$ cat src/rtl/ldtu_bsl_pkg.sv
// Shared definitions for the LiTe-DTU baseline subtraction stage:
// calibration FSM encoding and baseline mode selectors.
package ldtu_bsl_pkg;

    typedef enum logic [1:0] {
        BSL_IDLE   = 2'd0,
        BSL_ACCUM  = 2'd1,
        BSL_COMMIT = 2'd2
    } bsl_state_e;

    localparam logic BSL_MODE_MANUAL = 1'b0;
    localparam logic BSL_MODE_AUTO   = 1'b1;

endpackage

$ cat src/rtl/ldtu_bsl_chan.sv
// One channel of the baseline subtractor: stage-1 capture of sample and
// baseline, stage-2 subtract with underflow flag and optional clamp to zero.
module ldtu_bsl_chan
    import ldtu_bsl_pkg::*;
#(
    parameter int unsigned DW = 12,
    parameter int unsigned BW = 8
) (
    input  logic          CLK,
    input  logic          reset,
    input  logic          in_valid,
    input  logic          s1_valid,
    input  logic          sat_en,
    input  logic [DW-1:0] sample,
    input  logic [BW-1:0] baseline,
    output logic [DW-1:0] data_out,
    output logic          underflow
);

    logic [DW-1:0] s1_data_q;
    logic [BW-1:0] s1_bsl_q;
    logic [DW:0]   bsl_ext;
    logic [DW:0]   diff;
    logic [DW-1:0] res_d;
    logic          uf_d;
    logic [DW-1:0] data_out_q;
    logic          underflow_q;

    // The extra top bit of the DW+1 bit difference is the borrow, i.e. underflow.
    always_comb begin
        bsl_ext           = '0;
        bsl_ext[BW-1:0]   = s1_bsl_q;
        diff              = {1'b0, s1_data_q} - bsl_ext;
        uf_d              = diff[DW];
        res_d             = (uf_d && sat_en) ? '0 : diff[DW-1:0];
    end

    always_ff @(posedge CLK) begin
        if (reset) begin
            s1_data_q   <= '0;
            s1_bsl_q    <= '0;
            data_out_q  <= '0;
            underflow_q <= 1'b0;
        end else begin
            if (in_valid) begin
                s1_data_q <= sample;
                s1_bsl_q  <= baseline;
            end
            if (s1_valid) begin
                data_out_q  <= res_d;
                underflow_q <= uf_d;
            end
        end
    end

    assign data_out  = data_out_q;
    assign underflow = underflow_q;

endmodule

$ cat src/rtl/ldtu_bsl_sub_auto.sv
// Multi-channel baseline subtractor with manual or auto-calibrated per-channel
// baselines; the calibration averages 2^LOG2_NAVG valid samples per channel.
module ldtu_bsl_sub_auto
    import ldtu_bsl_pkg::*;
#(
    parameter int unsigned NCH       = 2,
    parameter int unsigned DW        = 12,
    parameter int unsigned BW        = 8,
    parameter int unsigned LOG2_NAVG = 4
) (
    input  logic              CLK,
    input  logic              reset,
    input  logic [NCH*DW-1:0] data_in,
    input  logic              data_valid,
    input  logic [NCH*BW-1:0] bsl_manual,
    input  logic              bsl_mode,
    input  logic              sat_en,
    input  logic              calib_start,
    output logic [NCH*DW-1:0] data_out,
    output logic              data_out_valid,
    output logic [NCH-1:0]    underflow,
    output logic [NCH*BW-1:0] bsl_auto,
    output logic              calib_busy,
    output logic              calib_done
);

    localparam int unsigned          AW       = DW + LOG2_NAVG;
    localparam logic [LOG2_NAVG-1:0] CNT_LAST = '1;
    localparam logic [AW:0]          RND      = (AW+1)'(1) << (LOG2_NAVG - 1);
    localparam logic [AW:0]          BSL_MAX  = (AW+1)'((1 << BW) - 1);

    bsl_state_e           state_q, state_d;
    logic [LOG2_NAVG-1:0] cnt_q;
    logic                 acc_clr;
    logic                 acc_en;
    logic                 commit;
    logic                 s1_valid_q;
    logic                 out_valid_q;

    always_comb begin
        state_d = state_q;
        acc_clr = 1'b0;
        acc_en  = 1'b0;
        commit  = 1'b0;
        case (state_q)
            BSL_IDLE: begin
                if (calib_start) begin
                    state_d = BSL_ACCUM;
                    acc_clr = 1'b1;
                end
            end
            BSL_ACCUM: begin
                // calib_start is deliberately not looked at here
                if (data_valid) begin
                    acc_en = 1'b1;
                    if (cnt_q == CNT_LAST) begin
                        state_d = BSL_COMMIT;
                    end
                end
            end
            BSL_COMMIT: begin
                commit  = 1'b1;
                state_d = BSL_IDLE;
            end
            default: begin
                state_d = BSL_IDLE;
            end
        endcase
    end

    always_ff @(posedge CLK) begin
        if (reset) begin
            state_q     <= BSL_IDLE;
            cnt_q       <= '0;
            s1_valid_q  <= 1'b0;
            out_valid_q <= 1'b0;
        end else begin
            state_q     <= state_d;
            s1_valid_q  <= data_valid;
            out_valid_q <= s1_valid_q;
            if (acc_clr) begin
                cnt_q <= '0;
            end else if (acc_en) begin
                cnt_q <= cnt_q + 1'b1;
            end
        end
    end

    for (genvar k = 0; k < NCH; k++) begin : g_chan
        logic [DW-1:0] sample;
        logic [AW-1:0] acc_q;
        logic [AW:0]   sum_rnd;
        logic [AW:0]   avg;
        logic [BW-1:0] bsl_q;
        logic [BW-1:0] bsl_d;
        logic [BW-1:0] bsl_eff;

        assign sample  = data_in[k*DW +: DW];
        // Round half up, then clip to the largest representable baseline.
        assign sum_rnd = {1'b0, acc_q} + RND;
        assign avg     = sum_rnd >> LOG2_NAVG;
        assign bsl_d   = (avg > BSL_MAX) ? '1 : avg[BW-1:0];
        assign bsl_eff = (bsl_mode == BSL_MODE_AUTO) ? bsl_q : bsl_manual[k*BW +: BW];

        always_ff @(posedge CLK) begin
            if (reset) begin
                acc_q <= '0;
                bsl_q <= '0;
            end else begin
                if (acc_clr) begin
                    acc_q <= '0;
                end else if (acc_en) begin
                    acc_q <= acc_q + AW'(sample);
                end
                if (commit) begin
                    bsl_q <= bsl_d;
                end
            end
        end

        assign bsl_auto[k*BW +: BW] = bsl_q;

        ldtu_bsl_chan #(
            .DW (DW),
            .BW (BW)
        ) u_chan (
            .CLK       (CLK),
            .reset     (reset),
            .in_valid  (data_valid),
            .s1_valid  (s1_valid_q),
            .sat_en    (sat_en),
            .sample    (sample),
            .baseline  (bsl_eff),
            .data_out  (data_out[k*DW +: DW]),
            .underflow (underflow[k])
        );
    end

    assign data_out_valid = out_valid_q;
    assign calib_busy     = (state_q != BSL_IDLE);
    assign calib_done     = (state_q == BSL_COMMIT);

endmodule

$ cat config.mk
export PLATFORM = sky130hd
export DESIGN_NAME = ldtu_bsl_sub_auto
export DESIGN_NICKNAME = d
export VERILOG_FILES = /design/src/rtl/ldtu_bsl_pkg.sv /design/src/rtl/ldtu_bsl_chan.sv /design/src/rtl/ldtu_bsl_sub_auto.sv
export SDC_FILE = /design/constraint.sdc
export NUM_CORES = 1
export LEC_CHECK = 0
export ABC_AREA = 1
export CORE_AREA = 2 2 153 155
export DETAILED_ROUTE_END_ITERATION = 12
export DIE_AREA = 0 0 155 157
export GPL_ROUTABILITY_DRIVEN = 0
export SETUP_SLACK_MARGIN = 0.1
export SYNTH_ARGS = -nofsm -noshare
export SYNTH_HDL_FRONTEND = slang
export SYNTH_SLANG_ARGS = --single-unit
$ cat constraint.sdc
create_clock -name CLK -period 3.1 [get_ports CLK]
set_input_delay 0.62 -clock CLK [delete_from_list [all_inputs] [get_ports CLK]]
set_output_delay 0.62 -clock CLK [all_outputs]
set_load 0.01 [all_outputs]
---- Word-level counts from Yosys, hierarchy flattened ----
Cells that the tools add are included.
cells by class
  add/subtract/negate cells ............... 7
  order comparisons ....................... 2
  eq/ne operators ......................... 6
  muxes and demuxes ....................... 15
  reduce and logical (&&, ||, !) cells .... 6
operator list
  cell                   number
  $add 16x4->17 const B  2
  $add 16x12->16         2
  $mux 8                 4
  $gt 13x8->1 const B    2
  $sub 12x8->13          2
  $mux 12                2
  $mux 2                 3
  $ne 2x2->1 const B     3
  $mux 1                 5
  $add 4x1->4 const B    1
  $eq 4x4->1 const B     1
  $pmux 2 s2             1
  $reduce_and 3->1       1
  $eq 2x1->1 const B     1
  $eq 2x2->1 const B     1
  $logic_and 1x1->1      2
  $logic_not 2->1        1
  $reduce_bool 2->1      1
  $reduce_or 2->1        1
word-level totals
  bits in registers ....................... 122
  output and inout bits ................... 45
  logic and storage cells ................. 52

---- Logic depth before layout (Yosys ltp) ----
  depth in word-level cells ............... 4
  gate-level depth with buffers ........... 13
  gate-level depth less buffers ........... 12

---- Hierarchy ----
From an unflattened synthesis, not the netlist that was laid out.
second synthesis, totals
  cells, all modules ...................... 1140
  area total of the unflattened synthesis .. 7671.1 µm²
modules (own cells, without submodules)
  module                            instances  cells each  area each (µm²)
  ldtu_bsl_sub_auto                 1          653         4199.0
  ldtu_bsl_chan (g_chan[1].u_chan)  1          238         1749.2
  ldtu_bsl_chan (g_chan[0].u_chan)  1          249         1722.9

---- Least setup slack after synthesis ----
No wires, ideal clock.
  kind .................................... input -> register
  start ................................... input port data_in[0]
  end ..................................... register g_chan[0].acc_q[14]
  arrival time ............................ 1.823 ns
  path slack .............................. 1.162 ns
  stages on the path ...................... 8
  path buffers ............................ 0
  cells stage by stage .................... ha_1 fa_1 nand3_1 nand3_1 nand3_1 nand3_1 a21oi_1 nor2_1
on the way
  word-level cells in the longest chain between the ends .. 1
ends and longest elaborated chain
  item                  line                      text
  from (decl)           ldtu_bsl_sub_auto.sv:13   input logic [NCH*DW-1:0] data_in,
  $add 16x12->16        ldtu_bsl_sub_auto.sv:113  acc_q <= acc_q + AW'(sample);
  to (signal assigned)  ldtu_bsl_sub_auto.sv:113
  to (decl)             ldtu_bsl_sub_auto.sv:91   logic [AW-1:0] acc_q;
Every way passes these cells.
A chain may end at the register's enable or synchronous reset.

---- Worst setup path after layout ----
  start ................................... register state_q[0]
  end ..................................... output port calib_done
on the way
  word-level cells in the longest chain between the ends .. 1
ends and longest elaborated chain
  item                    line                      text
  from (decl)             ldtu_bsl_sub_auto.sv:32   bsl_state_e state_q, state_d;
  from (signal assigned)  ldtu_bsl_sub_auto.sv:78   state_q <= state_d;
  $eq 2x2->1              ldtu_bsl_sub_auto.sv:141  assign calib_done = (state_q == BSL_COMMIT);
  to (decl)               ldtu_bsl_sub_auto.sv:24   output logic calib_done
Every way passes these cells.

==> run metrics <==
Post-Syn Nets about 1300; DR vias 7487; fin util about 43%; met3 Resource Use GR 2.616%; max_cap viols 0; Pwr Total 4773 uW; Die Y 157 um; Setup CP Type reg2out; drt pass-1 iters 5; number of CTS-inserted buffers 17; final-stage net count 1366; min Tclk post-route 2.228 ns; IO Pins 91; crit share post-route 71.87%; R2R Path Start g_chan[0].u_chan.s1_data_q[0]$_SDFFE_PP0P_; Final Max Slew Viols 0; CP top delay family buffers and inverters; post-route setup TNS 0 ns; Die ar. 24340 sq um; num rows 55; post-synth top area share 31.12%; layer carrying the most global-route usage met2; crit-path max cell delay 0.51 ns; chip width 155 um; Total GRT Usage 17.97%; antenna violations before repair 0; H-tree levels 4; Netlist Area Pre-Place between 7000 and 8000 sq um; # Post-CTS Setup Buffers 0; CTS max path bufs 2; Cells after Synth 1192; Clock transition at path regs 0.06 ns; cells along the critical path inv_1, nand2_2, clkinv_1, clkdlybuf4s50_1; first-pass GRT wire length 34760 um; Buf/Inv on CP 3; worst min-delay path startpoint g_chan[0].u_chan.data_out[11]$_SDFFE_PP0P_; CP max FO 10; Slowest-stage cell, CP clkdlybuf4s50_1; DRT antenna net count 0; predominant post-synthesis flop cell dfxtp_1; Root Buffer Master clkbuf_16; Setup violations, final 0; Worst Path Required 2.48 ns; fraction of layout instances using a drive strength above 1 approximately 9.2%; Slew @ Worst Pin 0.7481 ns; Ant. Diodes 0; Avg Cell Area, Syn approximately 6.6 sq um; status finished clean; #FFs+latches synth 122; Setup crit start kind flip-flop; Core Box Area 22500 sq um; Initial Utilization 34.88%; CTS tree done; total grt overflow 0; cts hold-fix bufs 0; vias in the first global route 6753; worst setup path start state_q[0]$_SDFFE_PP0P_; WHS 0.4635 ns; CP arrival 1.61 ns; Seq/Total Area, Yosys 31.12%; FFs w/ async S/R, synth 0%; Post-synth top cells 311 x nand2_1, 167 x inv_1, 129 x nor2_1; fmax 0.4488 GHz; cts repair resizes 0; Final Hold Fails 0; synth unique cells 40; clock skew approximately 0.0085 ns; Post-Route WL 21510 um; Slew HR 50.13%; largest net degree at the start of global routing 66; top cells by area, synth dfxtp_1 31%, nand2_1 15%, inv_1 8.0%; pwr/cell area 498.6 nW/um^2; most numerous cell in the Yosys netlist nand2_1; Detailed Place HPWL 16340 um; Clock Latency Late Sink 0.43 ns; Pleak 0.004391 uW; GRT met2 Usage between 20% and 30%; Setup crit end kind primary output; Yosys warnings 0; area leader, netlist dfxtp_1; Iteration-0 DRC Markers between 500 and 600; Hold Crit Class reg2reg; unrepaired setup endpoints after global routing no; DRC viols 0; fill cell count about 2400; Post-synth EDFFs 0; Vias/cell 4.766; peak supply drop 279.5 uV; GRT met1 Usage 24.72%; DR WL/cell 13.69 um; Clock Sinks 122; Syn-to-layout area delta 21.97%; PortBufs 90
==> metal layers <==
layer  vias up  share of wire, %
met3        35               4.2
met4         0               2.3
li1       3969                 -
met5         -                 0
met1      3319                50
met2       164                43
==> area by class of cell <==
| class | count | area [sq um] | share of cell area, % |
|---|---|---|---|
| repair buffers | 98 | 968.4 | 10.12 |
| well taps | 285 | 356.6 | 3.725 |
| flip-flops and latches | 122 | 2442 | 25.51 |
| inverters | 177 | 664.4 | 6.940 |
| clock inverters | 13 | 167.7 | 1.751 |
| clock buffers | 19 | 452.9 | 4.731 |
| multi-input cells | 857 | 4521 | 47.22 |
==> state kept, by name, summed over array words and instances (netlist names) <==
signal	flops
g_chan.u_chan.data_out	24
state_q	2
data_out_valid	1
cnt_q	4
g_chan.u_chan.s1_data_q	24
g_chan.bsl_q	16
g_chan.u_chan.s1_bsl_q	16
g_chan.acc_q	32
g_chan.u_chan.underflow	2
s1_valid_q	1
==> placed cells by master (no fill, tap or decap), types with 14 or more instances in the layout <==
cell / Yosys / final
a21oi_2: 20 / 20
o21ai_0: 48 / 48
ha_1: 43 / 43
clkdlybuf4s50_1: 0 / 89
dfxtp_1: 122 / 122
nand2_1: 311 / 311
a221oi_1: 14 / 14
clkbuf_16: 0 / 17
inv_1: 167 / 167
nor2_1: 129 / 129
nand3_1: 87 / 87
nand2_2: 21 / 21
a21oi_1: 85 / 85
xor2_1: 19 / 19
==> cells by family (layout without fill, tap and decap cells) <==
group | after synthesis | in the layout | share of synthesized area (%)
adder cells (fa/ha/maj) | 47 | 47 | 7.875
flip-flops | 122 | 122 | 31.12
XOR/XNOR | 25 | 25 | 2.790
AO/OA/AOI/OAI | 189 | 189 | 14.20
AND/OR/NAND/NOR | 596 | 596 | 32.73
buffers and inverters | 213 | 307 | 11.29
==> power breakdown <==
part | total (uW) | switching [uW] | internal, uW
Clock | 2100 | 785 | 1310
Combinational | 960 | 579 | 381
Sequential | 1720 | 57.8 | 1660
==> through the flow <==
| step | std cells | worst slack [ns] | instance area, sq um |
|---|---|---|---|
| final | 1571 | 0.8719 | 9573 |
| after global routing | 1571 | 0.6889 | 9573 |
| after CTS | 1571 | 0.8519 | 9573 |
| after detailed placement | 1539 | 0.4943 | 8952 |
| after global placement | 1539 | 0.5630 | 8952 |
| after floorplan | 1192 | 1.162 | 7849 |
==> worst min-delay path, cell delays in order, from the launching register on <==
cell and delay (ns):
dfxtp_1 0.31, nand2_1 0.06, a21oi_1 0.05
==> worst paths after layout <==
check                                               endpoint  slack [ns]  cells past startpoint
setup / recovery                                  calib_done        0.87                      4
hold / removal    g_chan[0].u_chan.data_out[11]$_SDFFE_PP0P_        0.46                      2
setup reg to reg  g_chan[0].u_chan.data_out[11]$_SDFFE_PP0P_        0.88                     12
hold reg to reg   g_chan[0].u_chan.data_out[11]$_SDFFE_PP0P_        0.46                      2
(Power assumes the default switching activity.)
==> RTL change (config.mk and constraints unchanged) <==
`BW` is set to 8 in 2 places; all go to 6.
--- a/src/rtl/ldtu_bsl_chan.sv
+++ b/src/rtl/ldtu_bsl_chan.sv
@@ -6,3 +6,3 @@
     parameter int unsigned DW = 12,
-    parameter int unsigned BW = 8
+    parameter int unsigned BW = 6
 ) (
--- a/src/rtl/ldtu_bsl_sub_auto.sv
+++ b/src/rtl/ldtu_bsl_sub_auto.sv
@@ -7,3 +7,3 @@
     parameter int unsigned DW        = 12,
-    parameter int unsigned BW        = 8,
+    parameter int unsigned BW        = 6,
     parameter int unsigned LOG2_NAVG = 4
Interface: changed (resized bsl_auto and bsl_manual); port bits go from 91 to 83. No check against the original RTL was run, so the function may have changed too.
==> RTL change against the unedited design <==
Wire length down 9.4%. Sequential power is 8% lower. Sequential share of layout area up 0.88 points. Synthesized cell count decreased by 12%. Core utilization decreased by 4.1 points. Setup slack got worse by 0.20 ns. Power fell by 9.4%. Sequential cell count fell by 8. Die area stayed put. Hold slack got worse by 0.016 ns. Final area fell by 9.7%. Global-route usage fell by 1.6 points. Synthesized area decreased by 11%. Largest power group unchanged. Highest routed layer unchanged.
==> RTL change: results (changes against the unedited design) <==
Seq/Total Area, Yosys=32.8% (+1.7 points); Place WS=0.416 ns (-0.0785 ns); GR Layer Usage met3=3.74% (+1.1 points); global-route wire length before repair=31.4 mm (-9.7%); wire length on met3=949 um (+5.6%); Synth Area in XOR/XNOR=1.89% (-0.90 points); Logic power comb=745 uW (-22%); CP Capture Point=calib_done; switching portion of total power=27.6% (-2.1 points); maximum vdd drop=0.000365 V (+31%); Arr. time, crit path=1.81 ns (+0.20 ns); max FFs per register=32 (unchanged); Post-Route WL=19.5 mm (-9.4%); crit path launch=state_q[1]; IO Port Bufs=82 (-8.9%); cells on worst reg2reg path=12 (unchanged); CP max stage delay=0.62 ns (+0.11 ns); Worst-path clk slew=0.05 ns; vias in the first global route=6246 (-7.5%); yosys warns=0 (unchanged); status=completed; Mapped Cells=1044 (-12%); Flop+latch power=1590 uW (-8%); slew margin rel.=33.5% (-17 points); met1 Use GR=21.4% (-3.3 points); Total GRT Usage=16.4% (-1.6 points); Worst Hold Depth=2 (unchanged); met1 WL=9.38 mm (-13%); fraction of synthesized area in multiplexers=0% (unchanged); Compound-Gate Fraction of Synth Area=15.5% (+1.3 points); Final nets=1209 (-11%); share of layout cells above drive strength 1=7.04% (-2.1 points); setup bufs post-CTS=0 (unchanged); met2 WL=8.79 mm (-6.0%); setup ws final=0.669 ns (-0.203 ns); Clock Skew=0.00904 ns (+0.000510 ns); critical path peak fanout=18 (+8); top post-synthesis cells by area=dfxtp_1, nand2_1, inv_1, ha_1, a21oi_1; HPWL Detailed=14.9 mm (-8.7%); top post-synthesis cells by count=nand2_1, inv_1, dfxtp_1; Worst Hold Launch=g_chan[1].u_chan.data_out[7]; Clk power=1990 uW (-5%); Worst R2R Setup Slack=1.12 ns (+0.24 ns); r2r endpoint=g_chan[0].u_chan.data_out[10]; synthesized net count=1129 (-12%); Unique masters post-synth=42 (+5.0%); Main synth FF type=dfxtp_1; hold-critical path endpoint=g_chan[1].u_chan.data_out[7]; Synth Area in Adders=8.17% (+0.30 points); largest net degree at the start of global routing=60 (-9.1%); CTS root buf=clkbuf_16; met2 demand-to-capacity share in global routing=26.6% (-2.0 points); CP max stage cell=clkdlybuf4s50_1; hold slack=0.448 ns (-0.0158 ns); drt first pass iters=4 (-1); Largest Register=g_chan.acc_q; vias per inst=4.74 (-0.58%); initial DRC count=371 (-31%); Pleak=0.00396 uW (-9.7%); Post-Layout Cell Count=1421 (-9.5%)
[RTL change: changes by cell type in the layout (fill, tap and decap cells not counted), sizes merged, moves of 5 or more]
cell and delta:
nand2 -58, a21oi -15, inv -17, nor2 -48
xor2 -8, dfxtp -8, nand4 +5, nand3 -13
clkdlybuf4s50 -7, o21ai +27, nor3 +5
[RTL change: cell type report]
| class | instances | area (um2) |
|---|---|---|
| Fill cell | 2324 | 13900 |
| Multi-Input combinational cell | 738 | 3900 |
| Sequential cell | 114 | 2280 |
| Timing Repair Buffer | 92 | 908 |
| Inverter | 161 | 604 |
| Clock buffer | 21 | 460 |
| Tap cell | 285 | 357 |
| Clock inverter | 10 | 134 |
[RTL change: through the flow]
step           util [%]  area [um2]
2_1_floorplan         -        6950
3_3_place_gp       35.8        8050
3_5_place_dp       35.8        8050
4_1_cts            38.4        8650
5_1_grt            38.4        8650
6_report           38.4        8650
